## src/rtl/hc_path_pkg.sv

```systemverilog
// Shared types and helpers for the hypercube path streamer.
// The optional request check is enabled by defining HC_PATH_CHK_EN.
package hc_path_pkg;

  typedef enum logic [1:0] {IDLE, RUN, FIN} state_e;

  function automatic int dimw_f(input int dim);
    return (dim > 1) ? $clog2(dim) : 1;
  endfunction

  function automatic int lenw_f(input int dim);
    return $clog2(dim + 1);
  endfunction

  function automatic int gw_f(input int max_grp);
    return $clog2(max_grp + 1);
  endfunction

  // Extracts group g's w-bit field from a packed per-group vector.
  function automatic logic [31:0] field_get(input logic [63:0] vec, input int g, input int w);
    logic [63:0] m;
    m = (64'd1 << w) - 64'd1;
    return 32'((vec >> (g * w)) & m);
  endfunction

endpackage

```

## src/rtl/hc_path_stream_if.sv

```systemverilog
// Request/hop bus of hc_path_stream. Valid/ready: a transfer happens on a rising
// edge where both are high; the sender holds payload and valid stable until then.
interface hc_path_stream_if
  import hc_path_pkg::*;
#(
  parameter int DIM     = 4,
  parameter int MAX_GRP = 3
);
  localparam int DIMW = dimw_f(DIM);
  localparam int LENW = lenw_f(DIM);
  localparam int GW   = gw_f(MAX_GRP);

  logic                    req_valid;
  logic                    req_ready;
  logic [DIM-1:0]          req_src;
  logic [GW-1:0]           req_ngrp;
  logic [MAX_GRP*LENW-1:0] req_len;
  logic [MAX_GRP*DIMW-1:0] req_base;
  logic [MAX_GRP*DIMW-1:0] req_exit;
  logic [MAX_GRP-1:0]      req_exit_en;
  logic                    hop_valid;
  logic                    hop_ready;
  logic [DIMW-1:0]         hop_dim;
  logic [DIM-1:0]          hop_node;
  logic [GW-1:0]           hop_grp;
  logic                    hop_last;
  logic                    done;
  logic                    err;
  state_e                  dbg_state;

  modport slave (
    input  req_valid, req_src, req_ngrp, req_len, req_base, req_exit, req_exit_en, hop_ready,
    output req_ready, hop_valid, hop_dim, hop_node, hop_grp, hop_last, done, err, dbg_state
  );

  modport master (
    output req_valid, req_src, req_ngrp, req_len, req_base, req_exit, req_exit_en, hop_ready,
    input  req_ready, hop_valid, hop_dim, hop_node, hop_grp, hop_last, done, err, dbg_state
  );
endinterface

```

## src/rtl/hc_ctz.sv

```systemverilog
// Combinational count-trailing-zeros; a zero input yields 0.
module hc_ctz #(
  parameter int W  = 8,
  parameter int OW = 4
) (
  input  logic [W-1:0]  i_val,
  output logic [OW-1:0] o_cnt
);
  always_comb begin
    o_cnt = '0;
    for (int b = W - 1; b >= 0; b--) begin
      if (i_val[b]) o_cnt = OW'(b);
    end
  end
endmodule

```

## src/rtl/hc_path_stream.sv

```systemverilog
// Streams a multi-group Gray-code hypercube path one registered hop per cycle.
// Define HC_PATH_CHK_EN to reject out-of-range requests with an err pulse.
module hc_path_stream
  import hc_path_pkg::*;
#(
  parameter int DIM     = 4,
  parameter int MAX_GRP = 3
) (
  input logic             clk,
  input logic             rst_n,
  hc_path_stream_if.slave bus
);
  localparam int DIMW = dimw_f(DIM);
  localparam int LENW = lenw_f(DIM);
  localparam int GW   = gw_f(MAX_GRP);
  localparam int IW   = 1 << LENW;
  localparam int DW   = DIMW + LENW;

  state_e                  r_state, w_next;
  logic [MAX_GRP*LENW-1:0] r_len, w_len;
  logic [MAX_GRP*DIMW-1:0] r_base, r_exit, w_base, w_exit;
  logic [MAX_GRP-1:0]      r_exit_en, w_exit_en;
  logic [GW-1:0]           r_ngrp, w_ngrp, r_g, w_g;
  logic [IW-1:0]           r_i, w_i, w_ip1;
  logic [DIM-1:0]          r_node, w_node, w_new_node;
  logic                    r_hop_valid, r_hop_last;
  logic [DIMW-1:0]         r_hop_dim, w_cur_base, w_cur_exit, w_d;
  logic [DIM-1:0]          r_hop_node;
  logic [GW-1:0]           r_hop_grp;
  logic [LENW-1:0]         w_cur_len, w_ctz;
  logic [DW-1:0]           w_d_raw;
  logic [IW:0]             w_cur_nh, w_pow;
  logic w_idle, w_accept, w_hs, w_load, w_bad;
  logic w_g_act, w_more, w_intra, w_has_hop, w_grp_end, w_last;

  // In IDLE the generator looks straight at the request so the first hop
  // can be registered on the acceptance edge.
  assign w_idle    = (r_state == IDLE);
  assign w_accept  = w_idle && bus.req_valid;
  assign w_hs      = r_hop_valid && bus.hop_ready;
  assign w_len     = w_idle ? bus.req_len     : r_len;
  assign w_base    = w_idle ? bus.req_base    : r_base;
  assign w_exit    = w_idle ? bus.req_exit    : r_exit;
  assign w_exit_en = w_idle ? bus.req_exit_en : r_exit_en;
  assign w_ngrp    = w_idle ? bus.req_ngrp    : r_ngrp;
  assign w_g       = w_idle ? '0              : r_g;
  assign w_i       = w_idle ? '0              : r_i;
  assign w_node    = w_idle ? bus.req_src     : r_node;
  assign w_ip1     = w_i + IW'(1);

  always_comb begin : grp_sel
    logic [LENW-1:0] l;
    logic [IW:0]     nh;
    l          = '0;
    nh         = '0;
    w_cur_len  = '0;
    w_cur_base = '0;
    w_cur_exit = '0;
    w_cur_nh   = '0;
    w_g_act    = 1'b0;
    w_more     = 1'b0;
    for (int g = 0; g < MAX_GRP; g++) begin
      l  = LENW'(field_get(64'(w_len), g, LENW));
      nh = ((IW+1)'(1) << l) - (IW+1)'(1) + (IW+1)'(w_exit_en[g]);
      if (g < int'(w_ngrp)) begin
        if (GW'(g) == w_g) begin
          w_g_act    = 1'b1;
          w_cur_len  = l;
          w_cur_base = DIMW'(field_get(64'(w_base), g, DIMW));
          w_cur_exit = DIMW'(field_get(64'(w_exit), g, DIMW));
          w_cur_nh   = nh;
        end else if (GW'(g) > w_g && nh != '0) begin
          w_more = 1'b1;
        end
      end
    end
  end

  hc_ctz #(.W(IW), .OW(LENW)) u_ctz (.i_val(w_ip1), .o_cnt(w_ctz));

  assign w_pow      = (IW+1)'(1) << w_cur_len;
  assign w_intra    = {1'b0, w_ip1} < w_pow;
  assign w_d_raw    = w_intra ? (DW'(w_cur_base) + DW'(w_ctz)) : DW'(w_cur_exit);
  assign w_d        = (w_d_raw >= DW'(DIM)) ? '0 : DIMW'(w_d_raw);
  assign w_new_node = w_node ^ (DIM'(1) << w_d);
  assign w_has_hop  = w_g_act && ({1'b0, w_i} < w_cur_nh);
  assign w_grp_end  = ({1'b0, w_ip1} == w_cur_nh);
  assign w_last     = w_grp_end && !w_more;
  assign w_load     = w_has_hop && (!r_hop_valid || bus.hop_ready) &&
                      ((w_accept && !w_bad) || (r_state == RUN));

`ifdef HC_PATH_CHK_EN
  logic r_err;

  always_comb begin : chk
    w_bad = (int'(bus.req_ngrp) > MAX_GRP);
    for (int g = 0; g < MAX_GRP; g++) begin
      if (g < int'(bus.req_ngrp)) begin
        if (int'(field_get(64'(bus.req_base), g, DIMW)) +
            int'(field_get(64'(bus.req_len), g, LENW)) > DIM) w_bad = 1'b1;
        if (bus.req_exit_en[g] && int'(field_get(64'(bus.req_exit), g, DIMW)) >= DIM) w_bad = 1'b1;
      end
    end
  end

  always_ff @(posedge clk or negedge rst_n) begin
    if (!rst_n) r_err <= 1'b0;
    else        r_err <= w_accept && w_bad;
  end

  assign bus.err = r_err;
`else
  assign w_bad   = 1'b0;
  assign bus.err = 1'b0;
`endif

  always_comb begin
    w_next = r_state;
    unique case (r_state)
      IDLE:    if (w_accept && !w_bad) w_next = RUN;
      RUN:     if ((w_hs && r_hop_last) || (!r_hop_valid && !w_g_act)) w_next = FIN;
      FIN:     w_next = IDLE;
      default: w_next = IDLE;
    endcase
  end

  always_ff @(posedge clk or negedge rst_n) begin
    if (!rst_n) r_state <= IDLE;
    else        r_state <= w_next;
  end

  always_ff @(posedge clk or negedge rst_n) begin
    if (!rst_n) begin
      r_len <= '0; r_base <= '0; r_exit <= '0; r_exit_en <= '0; r_ngrp <= '0;
      r_g <= '0; r_i <= '0; r_node <= '0;
      r_hop_valid <= 1'b0; r_hop_last <= 1'b0;
      r_hop_dim <= '0; r_hop_node <= '0; r_hop_grp <= '0;
    end else begin
      if (w_accept) begin
        r_len <= bus.req_len; r_base <= bus.req_base; r_exit <= bus.req_exit;
        r_exit_en <= bus.req_exit_en; r_ngrp <= bus.req_ngrp;
      end
      // Generator position moves when a hop enters the output register;
      // a zero-hop group is skipped in one idle cycle.
      if (w_load) begin
        r_node <= w_new_node;
        r_g    <= w_grp_end ? w_g + GW'(1) : w_g;
        r_i    <= w_grp_end ? '0 : w_ip1;
      end else if (w_accept) begin
        r_g <= '0; r_i <= '0; r_node <= bus.req_src;
      end else if (r_state == RUN && !w_has_hop && w_g_act) begin
        r_g <= r_g + GW'(1); r_i <= '0;
      end
      if (w_load) begin
        r_hop_valid <= 1'b1;
        r_hop_dim   <= w_d;
        r_hop_node  <= w_new_node;
        r_hop_grp   <= w_g;
        r_hop_last  <= w_last;
      end else if (w_hs) begin
        r_hop_valid <= 1'b0;
        r_hop_last  <= 1'b0;
      end
    end
  end

  assign bus.req_ready = w_idle;
  assign bus.hop_valid = r_hop_valid;
  assign bus.hop_dim   = r_hop_dim;
  assign bus.hop_node  = r_hop_node;
  assign bus.hop_grp   = r_hop_grp;
  assign bus.hop_last  = r_hop_last;
  assign bus.done      = (r_state == FIN);
  assign bus.dbg_state = r_state;
endmodule
```

## src/flat_wrapper.sv

```systemverilog
// flat-port wrapper written by rule: the top's interface ports become plain ports
module hc_path_stream_flat import hc_path_pkg::*;
#(
  parameter int DIM     = 4,
  parameter int MAX_GRP = 3
)
  (clk, rst_n, bus_req_valid, bus_req_src, bus_req_ngrp, bus_req_len, bus_req_base, bus_req_exit, bus_req_exit_en, bus_hop_ready, bus_req_ready, bus_hop_valid, bus_hop_dim, bus_hop_node, bus_hop_grp, bus_hop_last, bus_done, bus_err, bus_dbg_state);
  hc_path_stream_if #(.DIM(DIM), .MAX_GRP(MAX_GRP)) bus_i ();
  input logic clk;
  input logic rst_n;
  input wire logic [$bits(bus_i.req_valid)-1:0] bus_req_valid;
  input wire logic [$bits(bus_i.req_src)-1:0] bus_req_src;
  input wire logic [$bits(bus_i.req_ngrp)-1:0] bus_req_ngrp;
  input wire logic [$bits(bus_i.req_len)-1:0] bus_req_len;
  input wire logic [$bits(bus_i.req_base)-1:0] bus_req_base;
  input wire logic [$bits(bus_i.req_exit)-1:0] bus_req_exit;
  input wire logic [$bits(bus_i.req_exit_en)-1:0] bus_req_exit_en;
  input wire logic [$bits(bus_i.hop_ready)-1:0] bus_hop_ready;
  output wire logic [$bits(bus_i.req_ready)-1:0] bus_req_ready;
  output wire logic [$bits(bus_i.hop_valid)-1:0] bus_hop_valid;
  output wire logic [$bits(bus_i.hop_dim)-1:0] bus_hop_dim;
  output wire logic [$bits(bus_i.hop_node)-1:0] bus_hop_node;
  output wire logic [$bits(bus_i.hop_grp)-1:0] bus_hop_grp;
  output wire logic [$bits(bus_i.hop_last)-1:0] bus_hop_last;
  output wire logic [$bits(bus_i.done)-1:0] bus_done;
  output wire logic [$bits(bus_i.err)-1:0] bus_err;
  output wire logic [$bits(bus_i.dbg_state)-1:0] bus_dbg_state;
  assign bus_i.req_valid = bus_req_valid;
  assign bus_i.req_src = bus_req_src;
  assign bus_i.req_ngrp = bus_req_ngrp;
  assign bus_i.req_len = bus_req_len;
  assign bus_i.req_base = bus_req_base;
  assign bus_i.req_exit = bus_req_exit;
  assign bus_i.req_exit_en = bus_req_exit_en;
  assign bus_i.hop_ready = bus_hop_ready;
  assign bus_req_ready = bus_i.req_ready;
  assign bus_hop_valid = bus_i.hop_valid;
  assign bus_hop_dim = bus_i.hop_dim;
  assign bus_hop_node = bus_i.hop_node;
  assign bus_hop_grp = bus_i.hop_grp;
  assign bus_hop_last = bus_i.hop_last;
  assign bus_done = bus_i.done;
  assign bus_err = bus_i.err;
  assign bus_dbg_state = bus_i.dbg_state;
  hc_path_stream #(.DIM(DIM), .MAX_GRP(MAX_GRP)) u_core (.clk(clk), .rst_n(rst_n), .bus(bus_i));
endmodule
```

## config.mk

```make
export PLATFORM = sky130hd
export DESIGN_NAME = hc_path_stream_flat
export DESIGN_NICKNAME = d
export VERILOG_FILES = /design/src/rtl/hc_path_pkg.sv /design/src/rtl/hc_path_stream_if.sv /design/src/rtl/hc_ctz.sv /design/src/rtl/hc_path_stream.sv /design/src/flat_wrapper.sv
export SDC_FILE = /design/constraint.sdc
export NUM_CORES = 1
export LEC_CHECK = 0
export CAP_MARGIN = 20
export CORE_MARGIN = 2
export CORE_UTILIZATION = 40
export DETAILED_ROUTE_END_ITERATION = 8
export SKIP_LAST_GASP = 1
export SYNTH_ARGS = -nofsm -noshare
export SYNTH_HDL_FRONTEND = slang
export SYNTH_HIERARCHICAL = 1
export SYNTH_SLANG_ARGS = --single-unit
```

## constraint.sdc

```tcl
create_clock -name clk -period 6.19 [get_ports clk]
set_input_delay 1.238 -clock clk [delete_from_list [all_inputs] [get_ports clk]]
set_output_delay 1.238 -clock clk [all_outputs]
set_load 0.03 [all_outputs]
```

After elaboration in Yosys (flattened, before gate mapping) --
Cells that the tools add are included.
Word-level totals: flip-flop bits (word level) 52, output and inout port bits 15, logic and storage cells 148
Operators by class: add/subtract/negate cells 10, $lt $le $gt $ge 9, equality and inequality tests 7, shift operators 5, multiplexer cells 73, bitwise logic cells 1, reduce and logical (&&, ||, !) cells 29
Operators with widths (number):
- $mux 9 | 7
- $mux 3 | 15
- $mux 2 | 21
- $mux 8 | 5
- $shl 1x3->9 const A | 4
- $add 9x1->9 | 3
- $reduce_bool 9->1 | 3
- $sub 9x1->9 const B | 3
- $lt 8x9->1 | 2
- $mux 1 | 18
- $logic_and 1x1->1 | 13
- $mux 4 | 3
- $mux 6 | 2
- $eq 8x9->1 | 1
- $add 8x1->8 const B | 1
- $ge 5x3->1 const B | 1
- $mux 5 | 1
- $add 2x1->2 const B | 2
- $add 2x3->4 | 1
- $gt 1x2->1 const A | 2
- $logic_not 1->1 | 4
- $logic_not 2->1 | 2
- $lt 1x2->1 const A | 2
- $ne 2x2->1 const B | 2
- other kinds (13) | 16

Depth between registers and ports, before layout --
depth in word-level cells 19, gate-level depth with buffers 27, gate-level depth less buffers 21

By module --
The synthesis kept the hierarchy.
By module, submodules not included:
- hc_path_stream | times used 1, cells an instance 662, area each 5193.7 um^2, seq. area each 1301.2 um^2
- hc_ctz | times used 1, cells an instance 12, area each 83.8 um^2, seq. area each 0.0 um^2

Worst setup path before layout --
OpenSTA, ideal clock, no wires.
path kind register to register, start point reg u_core.r_state[1] (netlist: u_core/bus.dbg_state[1]), end point reg u_core.r_g[0], library setup time 0.136 ns, data arrival time 5.307 ns, required time 6.054 ns, path slack 0.747 ns, cell stages (with the launch flop) 27, path buffers 7, path through dfrtp_1 > buf_2 > or2_1 > buf_6 > inv_4 > buf_4 > buf_4 > buf_2 > buf_1 > mux2i_1 > ha_1 > ha_1 > or3_1 > a21oi_1 > a211o_1 > inv_1 > ha_1 > o21ai_0 > a21oi_1 > o31ai_1 > a21oi_1 > o21ai_0 > nand2_1 > clkbuf_1 > o2111ai_1 > o21ai_0 > or3b_2
Between the ends: word-level cells in the longest chain between the ends 17
RTL lines:
- start, declared | RTL line hc_path_stream.sv:19 | state_e r_state, w_next;
- start signal, assigned | RTL line hc_path_stream.sv:129 | else r_state <= w_next;
- $logic_not 2->1 * | RTL line hc_path_stream.sv:38 | assign w_idle = (r_state == IDLE);
- via bus_req_ready | RTL line flat_wrapper.sv:19 | output wire logic [$bits(bus_i.req_ready)-1:0] bus_req_ready;
- $mux 9 | RTL line hc_path_stream.sv:41 | assign w_len = w_idle ? bus.req_len : r_len;
- $shl 1x3->9 | RTL line hc_path_stream.sv:64 | nh = ((IW+1)'(1) << l) - (IW+1)'(1) + (IW+1)'(w_exit_en[g]);
- $sub 9x1->9 | RTL line hc_path_stream.sv:64
- $add 9x1->9 | RTL line hc_path_stream.sv:64
- $mux 9 | RTL line hc_path_stream.sv:66 | if (GW'(g) == w_g) begin
- $mux 9 | RTL line hc_path_stream.sv:65 | if (g < int'(w_ngrp)) begin
- $mux 9 | RTL line hc_path_stream.sv:66
- $mux 9 | RTL line hc_path_stream.sv:65
- $mux 9 | RTL line hc_path_stream.sv:66
- $mux 9 | RTL line hc_path_stream.sv:65
- $lt 8x9->1 | RTL line hc_path_stream.sv:86 | assign w_has_hop = w_g_act && ({1'b0, w_i} < w_cur_nh);
- $logic_and 1x1->1 | RTL line hc_path_stream.sv:86
- $logic_not 1->1 | RTL line hc_path_stream.sv:151 | end else if (r_state == RUN && !w_has_hop && w_g_act) begin
- $logic_and 1x1->1 (2 in a row) | RTL line hc_path_stream.sv:151
- $reduce_bool 3->1 (no source line)
- end signal, assigned | RTL line hc_path_stream.sv:147 | r_g <= w_grp_end ? w_g + GW'(1) : w_g;
- end, declared | RTL line hc_path_stream.sv:23 | logic [GW-1:0] r_ngrp, w_ngrp, r_g, w_g;
The timed path passes the listed nets; every way through them passes the cells marked *. A chain may end at the register's enable or synchronous reset.

Worst setup path after layout --
start point in bus_req_len[6], end point reg u_core.r_node[3]
Between the ends: word-level cells in the longest chain between the ends 11
RTL lines:
- start, declared | RTL line flat_wrapper.sv:14 | input wire logic [$bits(bus_i.req_len)-1:0] bus_req_len;
- $mux 9 * | RTL line hc_path_stream.sv:41
- $shl 1x3->9 or $mux 3 (tied branches) | RTL line hc_path_stream.sv:64, hc_path_stream.sv:66
- $sub 9x1->9 or $mux 3 (tied branches) | RTL line hc_path_stream.sv:64, hc_path_stream.sv:65
- $add 9x1->9 or $shl 1x3->9 (tied branches) | RTL line hc_path_stream.sv:64, hc_path_stream.sv:81
- $mux 9 or $lt 8x9->1 (tied branches) | RTL line hc_path_stream.sv:66, hc_path_stream.sv:82
- $mux 9 or $mux 5 (tied branches) | RTL line hc_path_stream.sv:65, hc_path_stream.sv:83
- $lt 8x9->1 or $ge 5x3->1 (tied branches) | RTL line hc_path_stream.sv:86, hc_path_stream.sv:84
- $logic_and 1x1->1 or $mux 2 (tied branches) | RTL line hc_path_stream.sv:86, hc_path_stream.sv:84
- $logic_and 1x1->1 or $shl 1x2->4 (tied branches) | RTL line hc_path_stream.sv:89, hc_path_stream.sv:85
- $logic_and 1x1->1 or $xor 4x4->4 (tied branches) | RTL line hc_path_stream.sv:89, hc_path_stream.sv:85
- $mux 4 or $reduce_bool 2->1 (tied branches)
- end signal, assigned | RTL line hc_path_stream.sv:146 | r_node <= w_new_node;
- end, declared | RTL line hc_path_stream.sv:25 | logic [DIM-1:0] r_node, w_node, w_new_node;
Mark *: on every way between the ends. The rest lies on a longest branch, timed or not.

==> results by group <==
Clock network
  • Clock transition at path regs: 0.07 ns
  • Post-CTS sizing: 0
  • H-tree depth reported by CTS: 2
  • CTS Hold Bufs: 0
  • CTS max path bufs: 2
  • Clock tree sinks: 52
  • Postcts setup bufs: 0
  • CTS Root Cell: clkbuf_16
  • CTS Buf Count: 5
  • Worst-skew pair later-pin latency: 0.31 ns
  • CTS tree: built

Die
  • Die area: 0.01413 mm^2
  • Starting Density: 41.32%
  • Core Area: 0.01277 mm^2
  • I/O pins: 49
  • Die Span Y: 118.9 um
  • DIE WIDTH: 118.9 um
  • Num rows: 41

Synthesis
  • Synthesized net count: 736
  • Synth Cell Area: 0.005278 mm^2
  • Post-synthesis sequential area ratio: 24.66%
  • Count of cell types in the netlist: 83
  • Syn Inst Count: 674
  • Number of flops mapped to enable cells by yosys: 0
  • Post-synthesis area per instance: 7.830 um^2
  • Synth top area cells: dfrtp_1 (25%), nand2_1 (8.7%), ha_1 (6.4%)
  • Ys async rst share: 100.0%
  • Top cell type's share of synthesized area: 24.66%
  • Largest area contributor in the netlist: dfrtp_1
  • Yosys reg bits: 52
  • Synth Flop Type: dfrtp_1
  • Synth Warn #: 6

Drt
  • First-pass DRT Iterations: 5
  • Drc violations: 0
  • DR iter-0 viols: 459
  • WL per Instance: 17.96 um
  • Final wirelength: 15.61 mm
  • Total number of vias: 5313
  • Vias per cell: 6.114
  • ANT nets after route: 0

Run
  • Max Cap Viol: 0

Final layout
  • Nets@finish: 758
  • Layout cell share with drive strength beyond 1: 8.034%
  • Fin area: 0.005961 mm^2
  • Ant. Diodes: 0
  • Area grow syn2layout: 12.94%

Timing
  • Final Critical Period: 5.570 ns
  • Final Hold Vio Count: 0
  • Max Slew Vio Count: 0
  • Fmax: 179.5 MHz
  • Clock skew: 0.006423 ns
  • Slew margin rel.: 33.37%
  • RSZ-0062 raised after global routing: no
  • Final setup fails: 0
  • Final Cycle Share: 89.98%
  • Worst-margin pin slew: 0.9970 ns
  • Setup TNS: 0 ns

Setup path
  • Crit Path Category: primary input to flop
  • Reg-to-reg setup timing slack: 1.06 ns
  • Startpoint Class: primary input
  • Reg-to-reg endpoint: u_core/r_node[1]
  • CP Max Fanout: 16
  • Crit. End Element: flop
  • CP Data Required Time: 6.38 ns
  • R2R depth: 21
  • Crit path DAT: 5.76 ns
  • Reg2reg start: u_core/bus.dbg_state[0]

Min path
  • Hold path depth: 2
  • HP Class: flop to flop
  • HP Start: u_core/r_exit[1]
  • Hold Path Sink: u_core/r_exit[1]

Placed design
  • Dpl hpwl: 11.38 mm
  • Port Buffers: 47
  • Placer Congestion: 0.9317
  • DP Area: 0.005818 mm^2

Global route
  • Vias in the first global route: 4983
  • GRT overflow: 0
  • Initial antenna violation count: 0
  • Pin count of the biggest net entering global routing: 53
  • First-pass GRT wire length: 25.79 mm
  • GRT Total Usage: 22.51%

Status
  • Status: finished, final reports clean
## worst max path at each step
stage	start	endpoint	slack, ns	cells after the start
6_report	bus_req_len[6]	u_core/r_node[3]	0.62	20
5_1_grt	bus_req_len[7]	u_core/r_node[3]	0.25	20
4_1_cts	bus_req_len[6]	u_core/r_node[3]	0.65	20
3_5_place_dp	bus_req_len[6]	u_core/r_node[3]	0.34	20
3_3_place_gp	bus_req_len[6]	u_core/r_node[3]	0.50	20
2_1_floorplan	u_core/bus.dbg_state[1]	u_core/r_g[0]	0.75	26
## cell families after synthesis
logic type / share of synthesized area, %
buffers and inverters: 6.378
XOR/XNOR: 2.655
other: 0.07106
multiplexers: 4.006
flip-flops: 24.66
adder cells (fa/ha/maj): 6.780
AO/OA/AOI/OAI: 26.81
AND/OR/NAND/NOR: 28.64
## state kept, by name, indices dropped and copies added (netlist names)
name                  flops
u_core/r_len              9
u_core/r_base             6
u_core/r_i                8
u_core/r_exit             6
u_core/r_exit_en          3
u_core/r_ngrp             2
u_core/r_g                2
u_core/bus.hop_dim        2
u_core/bus.hop_grp        2
u_core/bus.hop_last       1
u_core/bus.dbg_state      2
u_core/r_node             4
u_core/bus.hop_valid      1
u_core/bus.hop_node       4
## routing by layer
| layer | track usage (%) | share of wire (%) | wire (um) | vias up |
|---|---|---|---|---|
| met2 | 37.28 | 47 | 7285 | 169 |
| met5 | 0 | 0 | 0 | - |
| met3 | 3.879 | 5.6 | 873 | 21 |
| met1 | 30.46 | 46 | 7220 | 2572 |
| met4 | 5.580 | 1.5 | 229 | 0 |
| li1 | - | - | - | 2551 |
## cell type report
cell class | instances | area, um^2
timing repair buffer | 62 | 578.1
clock buffer | 6 | 128.9
sequential | 52 | 1301
tap | 172 | 215.2
clock inverter | 2 | 13.76
inverter | 20 | 77.57
fill | 1241 | 6813
multi-input combinational | 555 | 3646
## critical path, stage by stage
cell and delay, ns:
clkdlybuf4s50_1 0.49, or4_1 0.49, o31ai_1 0.13, nand2_1 0.15, ha_1 0.22, ha_1 0.27, or3_1 0.39, a21oi_1 0.15
a211o_1 0.16, inv_1 0.07, ha_1 0.26, o21ai_0 0.15, a21oi_1 0.06, o31ai_1 0.20, a21oi_1 0.12, o21ai_0 0.19
and2_1 0.55, nand3_1 0.14, a211oi_1 0.27, nor3_1 0.08
## cells in the mapped netlist (all sizes together), types with 13 or more instances
cell type / count
nand2: 122
o21ai: 41
and2: 15
nor2: 44
mux2i: 14
o21a: 13
buf: 22
xor2: 13
a21oi: 20
dfrtp: 52
inv: 20
ha: 27
nand3: 34
clkbuf: 25
## through the flow
| step | utilization [%] | hold WS [ns] | setup WS, ns | std cells |
|---|---|---|---|---|
| 5_1_grt | 46.66 | 0.5031 | 0.2465 | 869 |
| 6_report | 46.66 | 0.4731 | 0.6200 | 869 |
| 3_3_place_gp | 45.55 | 0.4538 | 0.4956 | 861 |
| 4_1_cts | 46.66 | 0.4782 | 0.6520 | 869 |
| 3_5_place_dp | 45.55 | 0.4594 | 0.3394 | 861 |
| 2_1_floorplan | - | 0.4404 | 0.7471 | 674 |
## layout by cell type, fill, tap and decap left out, types with 6 or more instances in the layout
| master | instances |
|---|---|
| a32o_1 | 8 |
| buf_4 | 15 |
| and2_1 | 14 |
| nor3_1 | 12 |
| a21oi_1 | 20 |
| o211ai_1 | 8 |
| a21o_1 | 6 |
| ha_1 | 27 |
| xor2_1 | 13 |
| a211oi_1 | 6 |
| nor3b_1 | 12 |
| o31ai_1 | 11 |
| dfrtp_1 | 52 |
| nor4b_1 | 9 |
| a31oi_1 | 11 |
| nand3_1 | 34 |
| o22ai_1 | 9 |
| nand2_1 | 122 |
| o211a_1 | 11 |
| nor2_1 | 42 |
| clkdlybuf4s50_1 | 46 |
| o21a_1 | 13 |
| mux2i_1 | 14 |
| o21ai_0 | 39 |
| inv_1 | 19 |
Power is not shown: default switching activity piles up to over one toggle a cycle in this logic, so the estimate is an artifact.
